--- src/rtl/fp_add_prealign.sv ---
// Binary32 add/sub front end: operand swap then mantissa alignment.
// Two-stage valid/ready pipeline with flush and synchronous reset.
module fp_add_prealign (
    input  logic        clk,
    input  logic        rst,
    input  logic        flush,
    input  logic        in_valid,
    output logic        in_ready,
    input  logic [31:0] a,
    input  logic [31:0] b,
    input  logic        operation_code,
    output logic        out_valid,
    input  logic        out_ready,
    output logic        SA,
    output logic        SB,
    output logic        operation_code_o,
    output logic        flag_1_a,
    output logic        flag_1_b,
    output logic        flag_0_a,
    output logic        flag_0_b,
    output logic [7:0]  exp_big,
    output logic [26:0] mant_a,
    output logic [26:0] mant_b
);

    typedef struct packed {
        logic        sa;
        logic        sb;
        logic        op;
        logic        f1a;
        logic        f1b;
        logic        f0a;
        logic        f0b;
        logic [7:0]  exp_big;
        logic [7:0]  exp_small;
        logic [23:0] man_big;
        logic [23:0] man_small;
    } s1_t;

    logic        s1_valid;
    logic        s2_valid;
    s1_t         s1_q;
    s1_t         s1_d;
    logic        s1_load;
    logic        s2_load;

    logic [7:0]  exp_a;
    logic [7:0]  exp_b;
    logic [7:0]  eff_a;
    logic [7:0]  eff_b;
    logic        swap;

    logic [7:0]  shift_d;
    logic [26:0] small_full;
    logic [26:0] small_shr;
    logic [26:0] lost_mask;
    logic [26:0] aligned;

    assign s2_load   = ~s2_valid | out_ready;
    assign s1_load   = ~s1_valid | s2_load;
    assign in_ready  = ~flush & s1_load;
    assign out_valid = s2_valid;

    assign exp_a = a[30:23];
    assign exp_b = b[30:23];
    assign eff_a = (exp_a == 8'd0) ? 8'd1 : exp_a;
    assign eff_b = (exp_b == 8'd0) ? 8'd1 : exp_b;
    assign swap  = (eff_b > eff_a) |
                   ((eff_b == eff_a) & (b[22:0] > a[22:0]));

    always_comb begin
        s1_d    = '0;
        s1_d.op = operation_code;
        if (swap) begin
            s1_d.sa        = b[31] ^ operation_code;
            s1_d.sb        = a[31] ^ operation_code;
            s1_d.f1a       = &exp_b;
            s1_d.f1b       = &exp_a;
            s1_d.f0a       = ~|exp_b;
            s1_d.f0b       = ~|exp_a;
            s1_d.exp_big   = eff_b;
            s1_d.exp_small = eff_a;
            s1_d.man_big   = {|exp_b, b[22:0]};
            s1_d.man_small = {|exp_a, a[22:0]};
        end else begin
            s1_d.sa        = a[31];
            s1_d.sb        = b[31];
            s1_d.f1a       = &exp_a;
            s1_d.f1b       = &exp_b;
            s1_d.f0a       = ~|exp_a;
            s1_d.f0b       = ~|exp_b;
            s1_d.exp_big   = eff_a;
            s1_d.exp_small = eff_b;
            s1_d.man_big   = {|exp_a, a[22:0]};
            s1_d.man_small = {|exp_b, b[22:0]};
        end
    end

    // Shifts of 27 or more leave the mask all ones, so only sticky survives.
    assign shift_d    = s1_q.exp_big - s1_q.exp_small;
    assign small_full = {s1_q.man_small, 3'b000};
    assign small_shr  = small_full >> shift_d;
    assign lost_mask  = ~({27{1'b1}} << shift_d);
    assign aligned    = {small_shr[26:1],
                         small_shr[0] | (|(small_full & lost_mask))};

    always_ff @(posedge clk) begin
        if (rst) begin
            s1_valid         <= 1'b0;
            s1_q             <= '0;
            s2_valid         <= 1'b0;
            SA               <= 1'b0;
            SB               <= 1'b0;
            operation_code_o <= 1'b0;
            flag_1_a         <= 1'b0;
            flag_1_b         <= 1'b0;
            flag_0_a         <= 1'b0;
            flag_0_b         <= 1'b0;
            exp_big          <= 8'd0;
            mant_a           <= 27'd0;
            mant_b           <= 27'd0;
        end else if (flush) begin
            s1_valid <= 1'b0;
            s2_valid <= 1'b0;
        end else begin
            if (s1_load) begin
                s1_valid <= in_valid;
                if (in_valid) begin
                    s1_q <= s1_d;
                end
            end
            if (s2_load) begin
                s2_valid <= s1_valid;
                if (s1_valid) begin
                    SA               <= s1_q.sa;
                    SB               <= s1_q.sb;
                    operation_code_o <= s1_q.op;
                    flag_1_a         <= s1_q.f1a;
                    flag_1_b         <= s1_q.f1b;
                    flag_0_a         <= s1_q.f0a;
                    flag_0_b         <= s1_q.f0b;
                    exp_big          <= s1_q.exp_big;
                    mant_a           <= {s1_q.man_big, 3'b000};
                    mant_b           <= aligned;
                end
            end
        end
    end

endmodule

--- config.mk ---
export PLATFORM = sky130hd
export DESIGN_NAME = fp_add_prealign
export DESIGN_NICKNAME = d
export VERILOG_FILES = /design/src/rtl/fp_add_prealign.sv
export SDC_FILE = /design/constraint.sdc
export NUM_CORES = 1
export LEC_CHECK = 0
export CELL_PAD_IN_SITES_DETAIL_PLACEMENT = 1
export CELL_PAD_IN_SITES_GLOBAL_PLACEMENT = 1
export CORE_UTILIZATION = 43
export CTS_CLUSTER_DIAMETER = 80
export DETAILED_ROUTE_END_ITERATION = 8
export GPL_TIMING_DRIVEN = 0
export HOLD_SLACK_MARGIN = 0.08
export MAX_ROUTING_LAYER = met4
export PLACE_DENSITY = 0.88
export SLEW_MARGIN = 0
export SYNTH_ARGS = -nofsm -noshare
export SYNTH_HDL_FRONTEND = slang
export SYNTH_SLANG_ARGS = --single-unit
export TNS_END_PERCENT = 10
--- constraint.sdc ---
create_clock -name clk -period 6.1 [get_ports clk]
set_clock_uncertainty 0.2 [all_clocks]
set_input_delay 1.22 -clock clk [delete_from_list [all_inputs] [get_ports clk]]
set_output_delay 1.22 -clock clk [all_outputs]
set_load 0.05 [all_outputs]
# After elaboration in Yosys (flattened, before gate mapping)
# Index checks and enable logic that the tools add are counted.
[classes]
reduce_logical = 12
magnitude_cmp = 2
n_mux = 4
n_shift = 2
bitwise = 13
n_eq_ne = 1
n_addsub = 1
[ops]
columns = ["op", "count"]
rows = [
  ["68-bit 2-to-1 mux", 1],
  ["27-bit AND", 1],
  ["27-bit NOT", 1],
  ["27-bit OR reduction", 1],
  ["27-bit by 8-bit left shift with 27-bit output (first input constant)", 1],
  ["27-bit by 8-bit >> shifter with 27-bit output", 1],
  ["23-bit greater-than comparator", 1],
  ["8-bit zero test", 2],
  ["8-bit 2-to-1 mux", 2],
  ["8-bit AND reduction", 2],
  ["8-bit OR reduction", 2],
  ["8-bit equality test", 1],
  ["8-bit greater-than comparator", 1],
  ["8-bit subtractor", 1],
  ["3-bit AND reduction", 2],
  ["1-bit bitwise OR", 4],
  ["1-bit NOT", 3],
  ["1-bit AND", 2],
  ["1-bit zero test", 2],
  ["2-bit 2-to-1 mux", 1],
  ["2-bit OR reduction", 1],
  ["1-bit bitwise XOR", 2],
]
[totals]
register_bits = 139
inputBits = 70
word_cells = 58
out_inout_bits = 71

# Logic depth before layout (Yosys ltp)
# Gate-level depths: netlist of the first run.
[depth]
word_depth = 6
ltp_mapped = 15
mapped_depth_nobuf = 13

# Worst setup path before layout of the first run
# No wires, ideal clock.
[synth_timing]
path_kind = "input to register"
start = "input port b[30]"
end = "register s1_q[54] (netlist name)"
setup_ns = 0.136
arrival_ns = 3.645
path_slack_ns = 2.119
required_ns = 5.764
stages = 13
n_path_buf = 2
path_cell_list = "or4_1 nor2_1 nor2_1 ha_1 nand4_1 nor2_1 o21ai_1 or3_1 o31a_1 buf_4 buf_2 nand2_1 a31oi_1"
[synth_between]
elab_chain_cells = 6
word_cells_on_any_way = 7
cone_classes = "1 x order compare; 1 x eq/ne; 2 x mux; 2 x bitwise; 1 x reduce/logical"
[synth_rtl]
columns = ["element", "line", "text"]
rows = [
  ["start, declared", "10", "input logic [31:0] b,"],
  ["8-bit zero test", "67", "assign eff_b = (exp_b == 8'd0) ? 8'd1 : exp_b;"],
  ["8-bit 2-to-1 mux (*)", "67", ""],
  ["branches (longest 3 deep; another with 8-bit greater-than comparator)", "-", ""],
  ["68-bit 2-to-1 mux (*)", "74", "if (swap) begin"],
  ["end signal, assigned", "110", "s1_q <= '0;"],
  ["end signal, assigned", "129", "s1_q <= s1_d;"],
  ["end, declared", "42", "s1_t s1_q;"],
]
# Every way passes the cells marked *.
# A chain may end at the register's enable or synchronous reset.

# Worst setup path in the final report of the first run
[layout_timing]
start = "input port b[30]"
end = "register s1_q[24] (netlist name)"
[layout_between]
elab_chain_cells = 6
word_cells_on_any_way = 7
cone_classes = "1 x order compare; 1 x eq/ne; 2 x mux; 2 x bitwise; 1 x reduce/logical"
[layout_rtl]
columns = ["element", "line", "text"]
rows = [
  ["8-bit zero test", "67", ""],
  ["8-bit 2-to-1 mux (*)", "67", ""],
  ["branches (longest 2 deep; another with 8-bit greater-than comparator)", "-", ""],
  ["1-bit bitwise OR (*)", "68", "assign swap = (eff_b > eff_a) |"],
  ["68-bit 2-to-1 mux (*)", "74", ""],
]
# Marks and branches as above.

==> results of run 1 <==
==> layer usage <==
layer	vias to the layer above	routed length [um]	share of wire, %	GRT usage (%)
met5	-	0	0	-
met4	0	1580	4.7	18.3
met3	129	2130	6.4	6.39
met2	423	15900	47	57.8
met1	4514	13900	41	40.6
li1	4235	-	-	-
==> sequential cells by signal (all words and copies together) (netlist names) <==
register,flops
flag_0_b,1
operation_code_o,1
SA,1
mant_a,24
SB,1
flag_1_b,1
flag_1_a,1
s1_q,71
flag_0_a,1
exp_big,8
out_valid,1
s1_valid,1
mant_b,27
==> cell families (layout without fill, tap and decap cells) <==
family / after synthesis / in the layout
buffers and inverters: 138 / 306
adder cells (fa/ha/maj): 41 / 41
other: 1 / 3
AO/OA/AOI/OAI: 336 / 336
multiplexers: 48 / 48
XOR/XNOR: 11 / 11
AND/OR/NAND/NOR: 394 / 394
flip-flops: 139 / 139
==> worst paths after layout <==
path / startpoint / slack [ns] / endpoint
max reg2reg: s1_q[56] / 2.46 / mant_b[0]
min reg2reg: mant_b[11] / 0.25 / mant_b[11]
min: mant_b[11] / 0.25 / mant_b[11]
max: b[30] / 1.26 / s1_q[24]
==> through the flow <==
step | instance area [um2] | setup WS [ns] | util (%)
4_1_cts | 10800 | 1.32 | 56.7
5_1_grt | 10800 | 1.08 | 56.7
3_3_place_gp | 10200 | 1.13 | 53.4
2_1_floorplan | 8470 | 2.12 | -
6_report | 10800 | 1.26 | 56.7
3_5_place_dp | 10200 | 1.10 | 53.4
==> layout by cell type (no fill, tap or decap), types with 6 or more instances in the layout <==
cell,synthesis,layout
a22oi_1,7,7
nand4_1,8,8
nor2_1,62,62
o22ai_1,7,7
nand3_1,11,11
clkdlybuf4s50_1,0,136
dfxtp_1,139,139
a31oi_1,65,65
o21ai_0,88,88
a21oi_1,76,76
o21a_1,7,7
buf_6,6,6
a211oi_1,10,10
inv_1,46,46
a21o_1,7,7
o21ai_1,11,11
or4_1,6,6
o31ai_1,8,8
clkbuf_1,53,56
nor4_1,8,8
ha_1,39,39
nor2b_1,7,7
buf_2,20,20
nand2_1,256,256
clkbuf_16,0,17
o211ai_1,8,8
buf_4,13,13
mux2i_1,26,26
mux2_2,17,17
nor3_1,16,16
==> worst max-delay path, stage by stage <==
cell	delay, ns
clkdlybuf4s50_1	0.51
or4_1	0.57
nor2_1	0.29
nor2_1	0.13
ha_1	0.32
nand4_1	0.08
nor2_1	0.22
o21ai_1	0.13
or3_1	0.39
o31ai_1	0.32
buf_4	0.24
buf_4	0.21
nand2_1	0.09
a31oi_1	0.27
==> where the power goes <==
part           internal (uW)  leakage, uW  switching [uW]
clock network            690     0.000296             446
logic                    350      0.00276             624
registers                944      0.00113            44.0
total                   1980      0.00419            1110
==> layout make-up <==
cell class,instances,share of cell area (%)
repair buffers,136,12.6
well taps,260,3.02
clock buffers,20,4.05
flip-flops and latches,139,25.8
clock inverters,12,1.71
multi-input cells,833,46.8
inverters,46,1.60
plain buffers,92,4.31
==> qor.csv, run 1 <==
metric,value,unit
cts-root-buf,clkbuf_16,
portBuffers,136,
antenna_cells,0,
slew_headroom,45.8,%
grt_pass1_vias,9557,
synth_seq_area_share,32.9,%
antenna_left,0,
path_clk_slew,0.07,ns
coreArea,0.0190,mm2
dp_hpwl,25400,um
fill_cells,2403,
worst_setup_path_end_kind,flop,
finalPower,3100,uW
grt_max_degree,17,
holdWs,0.253,ns
numClockSinks,139,
power_density,288,mW/mm2
multiInputGateArea,0.00505,mm2
synth_xor_area_share,1.98,%
wire_per_inst,21.8,um
critPathRequiredTime,6.25,ns
cts_setup_buffers,0,
hp-class,flop to flop,
cts_max_level,4,
report.final.slew_viol_count,0,
grt.total_usage,35.0,%
crit_fanout,10,
cts_buffers,17,
place.gp.congestion,0.945,
synth_compound_area_share,25.0,%
place_inst,1506,
power.leakage,0.00419,uW
grt_pass1_wl,52300,um
drtPass1Iterations,5,
worst_setup_path_start_kind,primary input,
seq_area,0.00278,mm2
fp.dieH,142,um
fmax,206,MHz
layout.nets,1375,
vias,9301,
io_pins,141,
die_x,142,um
ys_ff_latch,139,
status,"complete, no violations",
syn2layout_area_growth,27.4,%
final_cells,1538,
design.die.area,0.0202,mm2
drc,0,
cts_hold_buf,0,
final-setup-viol-count,0,
vias_per_cell,6.05,
yosys_warnings,0,
clk_latency,0.45,ns
avgSynthCellArea,7.63,um2
syn_inst,1108,
synth-edff-count,0,
muxShareOfSynthArea,6.67,%
period_needed,4.84,ns
floorplan.initialDensity,44.5,%
ys_types,70,
tightestPinTransition,0.813,ns
synth_most_common_cell,nand2_1,
cap_violations,0,
rr_worst_depth,13,
synthTopCellsByArea,"dfxtp_1 (33%), nand2_1 (11%), ha_1 (5.8%), o21ai_0 (5.2%), a31oi_1 (4.8%)",
antenna_found_initial,0,
layout-drive-gt1-share,8.76,%
drt_iter0_drc,624,
cts_tree,built,
hold_viol_final,0,
row_count,50,
min_period_over_period,79.4,%
setup_tns,0,ns
ys.flop_type,dfxtp_1,
grt_remaining_overflow,0,
cts_resized,0,
rsz0062_at_grt,false,
synth-simple-area-share,19.8,%
whs_path_depth,2,
yosys.area_share.adder,6.12,%
cp.arrival,4.99,ns
synthTopCellsByCount,"nand2_1 (256), dfxtp_1 (139), o21ai_0 (88)",
finalWirelength,33500,um
crit_type,primary input to flop,
yosysTopAreaCellShare,32.9,%
yosysTopAreaCell,dfxtp_1,
syn_area,0.00846,mm2
async_reset_ff_share,0,%
max-clock-path-buffers,2,
synth_top_family_by_area,compound AO/OA/AOI/OAI gates,
vdd_ir_drop_max,0.208,mV
No activity file was read; power rests on OpenSTA's default activity.
==> run 2, diff against run 1 <==
--- a/config.mk
+++ b/config.mk
@@ -7,13 +7,13 @@
 export LEC_CHECK = 0
 export CELL_PAD_IN_SITES_DETAIL_PLACEMENT = 1
 export CELL_PAD_IN_SITES_GLOBAL_PLACEMENT = 1
-export CORE_UTILIZATION = 43
+export CORE_UTILIZATION = 40
 export CTS_CLUSTER_DIAMETER = 80
 export DETAILED_ROUTE_END_ITERATION = 8
 export GPL_TIMING_DRIVEN = 0
 export HOLD_SLACK_MARGIN = 0.08
 export MAX_ROUTING_LAYER = met4
-export PLACE_DENSITY = 0.88
+export PLACE_DENSITY = 0.83
 export SLEW_MARGIN = 0
 export SYNTH_ARGS = -nofsm -noshare
 export SYNTH_HDL_FRONTEND = slang
==> constraint.sdc (replaced) <==
create_clock -name clk -period 4.85 [get_ports clk]
set_clock_uncertainty 0.2 [all_clocks]
set_input_delay 0.97 -clock clk [delete_from_list [all_inputs] [get_ports clk]]
set_output_delay 0.97 -clock clk [all_outputs]
set_load 0.05 [all_outputs]
==> run 2 against run 1 <==
Critical path type unchanged. Die area grew 7.4%. Register-to-register slack lost 1.4 ns. Critical endpoint is now s1_q[59]. Routed wire length grew 0.19%. Worst setup slack lost 0.83 ns. Worst hold slack gained 0.0012 ns.
==> qor.csv, run 2 (synthesized netlist as in run 1, its figures left out) <==
metric,value,unit,change
finalPower,3880,uW,+25%
antenna_found_initial,1,,+1
coreArea,0.0205,mm2,+7.8%
layout.nets,1375,,unchanged
cp.arrival,4.58,ns,-0.41 ns
final_cells,1549,,+0.72%
worst_setup_path_end_kind,flop,,
vias,9073,,-2.5%
p_int,2460,uW,+24%
cp.buffers_inverters,4,,+1
power_density,360,mW/mm2,+25%
row_count,52,,+4.0%
portBuffers,136,,unchanged
worst_setup_path_start_kind,primary input,,
final_common_cell,nand2_1,,
grt_pass1_vias,9284,,-2.9%
crit_family,compound AO/OA/AOI/OAI gates,,
post-route-util,52.6,%,-4.1 points
antenna_left,0,,unchanged
rr_worst_depth,13,,unchanged
cts_tree,built,,
swShare,36.6,%,+0.62 points
slew_headroom,46.8,%,+1.0 points
fmax,226,MHz,
die_x,147,um,+3.6%
final-setup-viol-count,0,,unchanged
grt_pass1_wl,52400,um,+0.11%
syn2layout_area_growth,27.4,%,about the same
most-common-layout-cells,"nand2_1 (256), dfxtp_1 (139), clkdlybuf4s50_1 (136), o21ai_0 (88), a21oi_1 (76)",,
cts-root-buf,clkbuf_16,,
setup_tns,0,ns,unchanged
place_ws,0.129,ns,-0.971 ns
cp_num_cells,12,,-2
crit_fanout,10,,unchanged
top_register,s1_q,,
p_sw,1420,uW,+27%
cts_max_level,4,,unchanged
p_seq_share,32.0,%,about the same
worst_slack,0.423,ns,-0.833 ns
cts_resized,0,,unchanged
whs_path_depth,2,,unchanged
cts_buffers,17,,unchanged
hold_viol_final,0,,unchanged
crit_path_cell_trace,clkdlybuf4s50_1 > inv_1 > ha_1 > nand3_1 > nor4_1 > o21ai_0 > o22ai_1 > o31a_1 > buf_4 > buf_2 > nand2_1 > a31oi_1,,
p_clk_share,36.2,%,-0.5 points
drtPass1Iterations,6,,+1
vdd_ir_drop_max,0.224,mV,+7.5%
drc,0,,unchanged
min_period_over_period,91.3,%,
hp-class,flop to flop,,
finalWirelength,33600,um,+0.19%
numClockSinks,139,,unchanged
design.die.area,0.0217,mm2,+7.4%
report.final.slew_viol_count,0,,unchanged
combinationalPowerShare,31.9,%,+0.4 points
max-clock-path-buffers,2,,unchanged
status,"complete, no violations",,
cpMaxStageDelayCell,nor4_1,,
tightestPinTransition,0.794,ns,-0.0189 ns
path_clk_slew,0.06,ns,about the same
critPathRequiredTime,5.00,ns,-1.25 ns
crit_type,primary input to flop,,
fill_cells,2559,,+6.5%
place_inst,1516,,+0.66%
power.leakage,0.00419,uW,-0.13%
cts_setup_buffers,0,,unchanged
max_stage_delay,0.68,ns,+0.11 ns
io_pins,141,,unchanged
largest_reg_flops,71,,unchanged
clk_latency,0.44,ns,about the same
dp_hpwl,25500,um,+0.48%
cap_violations,0,,unchanged
top_regs,"s1_q: 71 flops, mant_b: 27 flops, mant_a: 24 flops",,
cts_hold_buf,0,,unchanged
vias_per_cell,5.86,,-3.1%
period_needed,4.43,ns,
drt_iter0_drc,459,,-26%
layout-drive-gt1-share,8.76,%,unchanged
grt_max_degree,17,,unchanged
grt.total_usage,32.2,%,-2.8 points
rsz0062_at_grt,false,,
place.gp.congestion,0.933,,-1.3%
wire_per_inst,21.7,um,-0.52%
fp.dieH,147,um,+3.6%
floorplan.initialDensity,41.3,%,-3.2 points
grt_remaining_overflow,0,,unchanged
[run 2: path summary, 6_finish.rpt]
| path | endpoint | slack, ns | from |
|---|---|---|---|
| setup / recovery | s1_q[59] | 0.42 | a[21] |
| hold / removal | mant_b[15] | 0.25 | mant_b[15] |
| setup reg to reg | mant_b[0] | 1.07 | s1_q[56] |
| hold reg to reg | mant_b[15] | 0.25 | mant_b[15] |
[run 2: power groups by stage]
stage               registers [uW]  clock network (uW)  logic (uW)
floorplan                     1250                   0         805
detailed placement            1260                   0        1190
global route                  1240                1460        1320
finish                        1240                1400        1240
global placement              1260                   0        1180
CTS                           1240                1410        1210
[run 2: cell type report]
class	count	area, um2	area share [%]
tap	270	338	3.13
multi-input combinational	833	5050	46.8
clock inverter	11	160	1.49
antenna	1	2.50	0.0232
sequential	139	2780	25.8
clock buffer	21	450	4.18
buffer	92	464	4.31
inverter	46	173	1.60
timing repair buffer	136	1360	12.6
[run 2: per-layer routing]
metal / up-vias / GRT usage, % / wire length (um)
met5: - / - / 0
li1: 4233 / - / -
met1: 4409 / 39.9 / 14800
met4: 0 / 13.5 / 1240
met3: 93 / 5.12 / 1680
met2: 338 / 52.2 / 15900
[run 2: worst register-to-register path: stages, from the launching register on]
cell and delay (ns):
dfxtp_1 0.38, inv_1 0.11, ha_1 0.19, inv_1 0.07
fa_1 0.54, inv_1 0.21, buf_2 0.30, buf_2 0.31
nor2_1 0.07, o311ai_0 0.52, nand2_1 0.13, nor4_1 0.32
o2111a_1 0.23, a31oi_1 0.07
[run 2: metrics by stage]
step / instance area, um2 / hold slack (ns)
finish: 10800 / 0.254
global route: 10800 / 0.267
CTS: 10800 / 0.257
detailed placement: 10200 / 0.248
global placement: 10200 / 0.242
floorplan: 8470 / 0.225
==> run 3, diff against run 2 <==
--- a/config.mk
+++ b/config.mk
@@ -14,8 +14,8 @@
 export HOLD_SLACK_MARGIN = 0.08
 export MAX_ROUTING_LAYER = met4
 export PLACE_DENSITY = 0.83
+export REMOVE_ABC_BUFFERS = 1
 export SLEW_MARGIN = 0
 export SYNTH_ARGS = -nofsm -noshare
 export SYNTH_HDL_FRONTEND = slang
 export SYNTH_SLANG_ARGS = --single-unit
-export TNS_END_PERCENT = 10
==> run 3 against run 2 <==
Combinational power down 8%. Cell area is 2.0% lower. First-iteration DRC count grew 22%. Largest cell class unchanged. Register-to-register slack worse by 0.25 ns. Core utilization decreased by 1.0 points. Worst hold slack lost 0.0056 ns. Via count shrank 6.6%. Worst setup slack got worse by 0.18 ns. Die area is the same. Critical path type unchanged. Clock power is 6% lower. Final cell count down 5.2%.
==> qor.csv, run 3 (synthesized netlist as in run 1, its figures left out) <==
metric,value,unit,change
status,"complete, no violations",,
swShare,35.2,%,-1.4 points
p_seq_share,33.5,%,+1.5 points
rsz0062_at_grt,false,,
final-setup-viol-count,0,,unchanged
p_sw,1300,uW,-8.6%
cts_buffers,17,,unchanged
wire_per_inst,18.8,um,-13%
p_clk_share,35.5,%,-0.7 points
worst_setup_path_start_kind,primary input,,
power.leakage,0.00407,uW,-2.9%
syn2layout_area_growth,24.9,%,
critPathRequiredTime,4.97,ns,-0.03 ns
vias_per_cell,5.77,,-1.6%
hold_viol_final,0,,unchanged
row_count,52,,unchanged
crit_fanout,19,,+9
antenna_left,0,,unchanged
fp.dieH,147,um,unchanged
numClockSinks,139,,unchanged
crit_type,primary input to flop,,
finalWirelength,27700,um,-18%
report.final.slew_viol_count,0,,unchanged
min_period_over_period,95.0,%,+3.7 points
worst_setup_path_end_kind,flop,,
clk_latency,0.43,ns,about the same
cp.arrival,4.73,ns,+0.15 ns
combinationalPowerShare,31.0,%,-0.9 points
fill_cells,2507,,-2.0%
cts-root-buf,clkbuf_16,,
final_common_cell,nand2_1,,
antenna_found_initial,0,,-1
drtPass1Iterations,5,,-1
holdWs,0.249,ns,-0.00562 ns
setup_tns,0,ns,unchanged
p_int,2390,uW,-2.9%
path_clk_slew,0.06,ns,about the same
most-common-layout-cells,"nand2_1 (256), dfxtp_1 (139), clkdlybuf4s50_1 (136), o21ai_0 (88), a21oi_1 (76)",,
place.gp.congestion,0.870,,-6.7%
layout.nets,1296,,-5.7%
hp-class,flop to flop,,
floorplan.initialDensity,41.3,%,unchanged
worst_slack,0.245,ns,-0.179 ns
largest_reg_flops,71,,unchanged
dp_hpwl,19200,um,-25%
power_density,349,mW/mm2,-3.1%
antenna_cells,0,,-1
post-route-util,51.6,%,-1.0 points
cts_max_level,4,,unchanged
cts_hold_buf,0,,unchanged
max-clock-path-buffers,2,,unchanged
layout-drive-gt1-share,7.76,%,-1.0 points
coreArea,0.0205,mm2,unchanged
period_needed,4.61,ns,+0.179 ns
design.die.area,0.0217,mm2,unchanged
grt_pass1_wl,44800,um,-14%
drt_iter0_drc,559,,+22%
place_ws,-0.420,ns,-0.549 ns
grt.total_usage,26.6,%,-5.6 points
top_regs,"s1_q: 71 flops, mant_b: 27 flops, mant_a: 24 flops",,
grt_max_degree,88,,+71
cap_violations,0,,unchanged
cts_tree,built,,
io_pins,141,,unchanged
slew_headroom,6.45,%,-40 points
vias,8471,,-6.6%
grt_pass1_vias,8569,,-7.7%
fmax,217,MHz,-3.9%
portBuffers,137,,+0.74%
die_x,147,um,unchanged
top_register,s1_q,,
vdd_ir_drop_max,0.285,mV,+27%
place_inst,1435,,-5.3%
drc,0,,unchanged
tightestPinTransition,1.40,ns,+0.602 ns
final_cells,1469,,-5.2%
grt_remaining_overflow,0,,unchanged
[run 3: changes by cell type in the layout (fill, tap and decap cells not counted), sizes merged]
cell,previous run,this run
bufinv,3,2
clkbuf,74,22
inv,50,47
clkinv,2,5
buf,39,13
diode,1,0
[run 3: final cells by class]
| class | count | area, um2 | share of cell area [%] |
|---|---|---|---|
| multi-input cells | 833 | 5100 | 48.3 |
| clock inverters | 10 | 116 | 1.10 |
| repair buffers | 149 | 1590 | 15.1 |
| well taps | 270 | 338 | 3.20 |
| clock buffers | 22 | 464 | 4.39 |
| inverters | 46 | 173 | 1.63 |
| flip-flops and latches | 139 | 2780 | 26.3 |
[run 3: critical path, cell delays in order]
cell and delay (ns):
clkdlybuf4s50_1 0.55, or4_1 0.58, nor2_1 0.27, nor2_1 0.11, ha_1 0.29, nand4_1 0.09
nor2_1 0.24, o21ai_1 0.10, or3_1 0.44, o31ai_4 0.31, buf_4 0.24, buf_16 0.17
a21oi_1 0.08, a211oi_1 0.28
[run 3: timing repair]
action | CTS | global route
setup buffers | 0 | 2
endpoints found under the setup margin | 0 | 45
resized for setup | 0 | 2
[run 3: path summary, 6_finish.rpt]
| path | from | end | slack [ns] | cells past startpoint |
|---|---|---|---|---|
| hold reg to reg | mant_b[10] | mant_b[10] | 0.25 | 2 |
| setup reg to reg | s1_q[56] | mant_b[0] | 0.82 | 11 |
| hold / removal | mant_b[10] | mant_b[10] | 0.25 | 2 |
| setup / recovery | b[26] | s1_q[64] | 0.24 | 14 |
[run 3: power by group through the flow]
stage,Clock [uW],Sequential (uW),Combinational (uW)
6_report,1310,1230,1140
3_3_place_gp,0,1250,1050
4_1_cts,1330,1230,1130
3_5_place_dp,0,1260,1110
5_1_grt,1370,1240,1240
2_1_floorplan,0,1250,723
[run 3: stage by stage]
stage / total power (uW) / cell area [um2]
finish: 3690 / 10600
global route: 3850 / 10600
CTS: 3690 / 10500
detailed placement: 2360 / 9960
global placement: 2300 / 9710
floorplan: 1970 / 8000
[run 3: layer usage]
| layer | GRT usage (%) | up-vias | part of all wire [%] |
|---|---|---|---|
| met2 | 44.1 | 225 | 49 |
| met5 | - | - | 0 |
| met4 | 8.25 | 0 | 1.7 |
| met1 | 33.3 | 4125 | 45 |
| met3 | 3.92 | 48 | 4.0 |
| li1 | - | 4073 | - |
